`config.mk`:
```
export PLATFORM = sky130hd
export DESIGN_NAME = sim_clk_gen
export DESIGN_NICKNAME = d
export VERILOG_FILES = /design/src/rtl/sim_clk_gen.sv
export SDC_FILE = /design/constraint.sdc
export NUM_CORES = 1
export LEC_CHECK = 0
export BUFFER_PORTS_ARGS = -buffer_cell sky130_fd_sc_hd__buf_2
export CORE_MARGIN = 5
export CORE_UTILIZATION = 30
export DETAILED_ROUTE_END_ITERATION = 6
export GPL_TIMING_DRIVEN = 0
export MAX_ROUTING_LAYER = met4
export SYNTH_ARGS = -nofsm -noshare
export SYNTH_HDL_FRONTEND = slang
export SYNTH_SLANG_ARGS = --single-unit
```
`constraint.sdc`:
```
create_clock -name clk -period 3.6 [get_ports clk]
set_clock_uncertainty 0.1 [all_clocks]
set_input_delay 0.54 -clock clk [delete_from_list [all_inputs] [get_ports clk]]
set_output_delay 0.54 -clock clk [all_outputs]
set_load 0.03 [all_outputs]
```
`src/rtl/sim_clk_gen.sv`:
```
// Derived-clock generator: registered 50%-duty divided clock with edge strobes,
// a rising-edge counter and glitch-free run-time period reload. Option: SIM_CLK_LOCK_EN adds locked_o.
module sim_clk_gen #(
  parameter int T  = 8,
  parameter int PW = 16
) (
  input  logic          clk,
  input  logic          rstn,
  input  logic          en_i,
  input  logic [PW-1:0] period_i,
  input  logic          period_ld_i,
  output logic          clk_o,
  output logic          rise_o,
  output logic          fall_o,
  output logic [PW-1:0] cycle_cnt_o
`ifdef SIM_CLK_LOCK_EN
  ,
  output logic          locked_o
`endif
);

  localparam logic [PW-1:0] P_RST = PW'(T);
  localparam logic [PW-1:0] H_RST = PW'(T / 2);

  generate
    if (T < 2 || longint'(T) >= (longint'(1) << PW)) begin : g_bad_period
      $error("sim_clk_gen: T=%0d outside legal range 2..2^PW-1", T);
    end
  endgenerate

  logic [PW-1:0] cnt_q, cnt_d;
  logic [PW-1:0] p_q, p_d;
  logic [PW-1:0] h_q, h_d;
  logic [PW-1:0] shadow_q, shadow_d;
  logic          pend_q, pend_d;
  logic          clk_q, clk_d;
  logic          rise_q, rise_d;
  logic          fall_q, fall_d;
  logic [PW-1:0] cyc_q, cyc_d;
  logic          wrap;
  logic          apply;
  logic [PW-1:0] cap_val;

  // Reload only takes effect at wrap so the period in flight is never cut short.
  assign wrap    = en_i && (cnt_q == p_q - PW'(1));
  assign apply   = wrap && pend_q;
  assign cap_val = (period_i < PW'(2)) ? PW'(2) : period_i;

  always_comb begin
    cnt_d    = cnt_q;
    p_d      = p_q;
    h_d      = h_q;
    shadow_d = shadow_q;
    pend_d   = pend_q;
    clk_d    = clk_q;
    rise_d   = 1'b0;
    fall_d   = 1'b0;
    cyc_d    = cyc_q;

    if (en_i) begin
      cnt_d  = wrap ? '0 : cnt_q + PW'(1);
      clk_d  = (cnt_q < h_q);
      rise_d = (cnt_q == '0);
      fall_d = (cnt_q == h_q);
      if (rise_d) cyc_d = cyc_q + PW'(1);
    end

    if (apply) begin
      p_d = shadow_q;
      h_d = shadow_q >> 1;
    end

    // A load coinciding with an apply re-arms the flag for the following wrap.
    if (period_ld_i) begin
      shadow_d = cap_val;
      pend_d   = 1'b1;
    end else if (apply) begin
      pend_d = 1'b0;
    end
  end

  always_ff @(posedge clk or negedge rstn) begin
    if (!rstn) begin
      cnt_q    <= '0;
      p_q      <= P_RST;
      h_q      <= H_RST;
      shadow_q <= P_RST;
      pend_q   <= 1'b0;
      clk_q    <= 1'b0;
      rise_q   <= 1'b0;
      fall_q   <= 1'b0;
      cyc_q    <= '0;
    end else begin
      cnt_q    <= cnt_d;
      p_q      <= p_d;
      h_q      <= h_d;
      shadow_q <= shadow_d;
      pend_q   <= pend_d;
      clk_q    <= clk_d;
      rise_q   <= rise_d;
      fall_q   <= fall_d;
      cyc_q    <= cyc_d;
    end
  end

  assign clk_o       = clk_q;
  assign rise_o      = rise_q;
  assign fall_o      = fall_q;
  assign cycle_cnt_o = cyc_q;

`ifdef SIM_CLK_LOCK_EN
  logic locked_q, locked_d;

  always_comb begin
    locked_d = locked_q;
    if (wrap) locked_d = !apply;
  end

  always_ff @(posedge clk or negedge rstn) begin
    if (!rstn) locked_q <= 1'b0;
    else       locked_q <= locked_d;
  end

  assign locked_o = locked_q;
`endif

endmodule

```
==> run summary <==
# hold bufs at CTS: 0
mux share of post-synthesis cell area: 9.984%
largest family of logic cells by synthesized area: simple AND/OR/NAND/NOR gates
Detailed Route WL: 8441 um
top cells by area, synth: dfrtp_1 (43%), ha_1 (6.2%), mux2_2 (6.2%)
top cell type by total area after synthesis: dfrtp_1
Synth Area in Simple Gates: 17.18%
Post-Place Cell Area: 4220 um^2
min cycle time layout: 3.231 ns
CTS tree: done
post-synthesis adder-cell area fraction: 6.219%
DRT iter0 DRCs: 169
CP arrival: 3.34 ns
Synth Instances: 360
num ports: 39
clock sinks: 68
largest net degree at the start of global routing: 69
FF-to-FF setup slack: 0.37 ns
Clock Path Buffers: 2
final period utilization: 89.75%
Post-Synth XOR/XNOR Area: 10.31%
Die Span Y: 122.9 um
pwr dens: 693.8 nW/um^2
setup TNS: 0 ns
Finished Cell Area: 4614 um^2
DRT antenna net count: 0
fin. max-slew vios: 0
CP startpoint kind: flop
Die ar.: 15,100 um^2
Synth cell types: 57
Fin. Hold Viols: 0
Hold Path Class: in2async
CTS H-tree depth: 3
Vias/cell: 4.733
Clk pin slew, worst setup/hold paths: 0.06 ns
Area Overhead vs Synth: 20.72%
Worst-Margin Slew: 0.8609 ns
ant diodes: 0
worst skew pair latency: 0.33 ns
die width: 122.9 um
ratio of cells with drive above 1 in the final layout: 24.76%
met1 global-route usage: 16.13%
Leak Pwr: 2.129 nW
GRT busiest layer: met2
clock tree root buffer cell: clkbuf_16
Final Power: 3.202 mW
CP max stage delay: 0.55 ns
leading register cell type out of synthesis: dfrtp_1
DR pass1 iterations: 4
All-Layer GR Usage: 12.20%
nets: 450
Detail Placement HPWL: 6214 um
cell family with the largest share of critical-path delay: simple AND/OR/NAND/NOR gates
core region area: 12,570 um^2
crit path kind: reg2reg
crit-path cells: inv_1, ha_1, or3b_2, or4_4, a21oi_2, nand4_2, nor4_4, buf_4, buf_8, mux2_4
register area share after synthesis: 44.58%
detailed-route DRC error count: 0
CP required: 3.71 ns
syn_nets: 399
global route total overflow: 0
maxcap violations: 0
ys async rst share: 100.0%
initial antenna violation count: 0
achievable frequency: 309.5 MHz
post-synth design cell area: 3822 um^2
post-synth top area share: 43.21%
most common cell after layout, fill and taps aside: dfrtp_1
Peak VDD IR: 0.2681 mV
via count: 2,783
# rows: 41
Yosys warnings: 0
input/output buffers: 36
final RePlAce weighted congestion: 0.8932
slowest CP cell: or4_4
met2 global-route usage: 18.52%
final setup vio count: 0
Final WS setup: 0.3691 ns
Wirelength per Cell: 14.36 um
first-pass GRT wire length: 13,970 um
syn_area_per_cell: 10.62 um^2
RSZ-0062 raised after global routing: no
crit end category: flop
Buf/Inv on CP: 3
vias in the first global route: 2,837
Slew HR: 42.60%
Yosys reg bits: 68
met3 Use GR: 2.719%
post-synthesis compound-gate area fraction: 7.267%
commonest non-fill, non-tap cells in the layout: dfrtp_1 (66), buf_2 (39), nor2_1 (27)
Post-synth EDFFs: 0
worst-path maximum fanout: 10
Starting Density: 30.41%
status: finished clean
CTS Buf Count: 9
pre-CTS setup slack: 0.1818 ns
==> cell type report <==
cell class,instances,area (um^2)
fillers,1268,7954
multi-input cells,253,1962
flip-flops and latches,68,1704
clock buffers,11,242.7
well taps,172,215.2
repair buffers,40,212.7
clock inverters,5,107.6
inverters,23,86.33
plain buffers,16,83.83
==> worst paths after layout <==
path                                               end                   startpoint  cells after the start
setup / recovery                    p_q[8]$_DFFE_PN0P_           p_q[0]$_DFFE_PN0P_                     10
hold / removal                      p_q[1]$_DFFE_PN0P_                         rstn                      1
setup reg to reg                    p_q[8]$_DFFE_PN0P_           p_q[0]$_DFFE_PN0P_                     10
hold reg to reg            cycle_cnt_o[15]$_DFFE_PN0P_  cycle_cnt_o[15]$_DFFE_PN0P_                      1
max in group asynchronous     shadow_q[13]$_DFFE_PN0P_                         rstn                      1
min in group clk               shadow_q[0]$_DFFE_PN0P_                  period_i[0]                      3
==> worst reg2reg max path: stages, from the launching register on <==
cell and delay, ns:
dfrtp_1 0.41, inv_1 0.10, ha_1 0.20, or3b_2 0.52
or4_4 0.55, a21oi_2 0.17, nand4_2 0.14, nor4_4 0.27
buf_4 0.19, buf_8 0.16, mux2_4 0.31
==> cell usage after synthesis, types with 3 or more instances <==
master	n
ha_1	19
buf_2	4
nor2_1	27
mux2_2	21
xnor2_1	23
mux2_4	9
xor2_1	22
a21o_1	6
nand2_1	17
nand4_1	12
a21oi_1	5
dfrtp_1	66
nor4_1	9
nor3_1	5
nand3_1	16
o21ai_0	10
and3_1	8
clkbuf_1	10
inv_1	23
nor2b_1	3
==> state kept, by name, summed over array words and instances (netlist names) <==
| signal | cells |
|---|---|
| clk_o | 1 |
| cnt_q | 16 |
| cycle_cnt_o | 16 |
| fall_o | 1 |
| p_q | 16 |
| pend_q | 1 |
| rise_o | 1 |
| shadow_q | 16 |
==> report_power, final <==
group	internal (mW)	switching, mW	total (mW)
Clock	0.699	0.331	1.03
Combinational	0.485	0.628	1.11
Sequential	0.905	0.154	1.06
==> metrics by stage <==
step | cells | util [%] | hold slack (ns)
after global placement | 568 | 33.56 | 0.3564
after floorplan | 360 | - | 0.1444
final | 588 | 36.71 | 0.2044
after detailed placement | 568 | 33.58 | 0.3700
after global routing | 588 | 36.71 | 0.3019
after CTS | 584 | 36.37 | 0.2517
==> cell families (layout without fill, tap and decap cells) <==
group	after synthesis	after routing
and+or+nand+nor	118	118
DFF	68	68
xor gates and xnor gates	45	45
AOI/OAI and AO/OA	40	40
buffers and inverters	39	95
muxes	31	31
adders and majority gates	19	19
==> metal layers <==
layer | part of all wire, % | vias up
met5 | 0 | -
met4 | 1.4 | 0
met3 | 3.6 | 8
met2 | 47 | 50
met1 | 48 | 1347
li1 | - | 1378
==> timing repair <==
item                                    CTS  global route
buffers inserted                          0             4
resized for setup                         0             2
endpoints found under the setup margin    0            19
No activity file was read; power rests on OpenSTA's default activity.
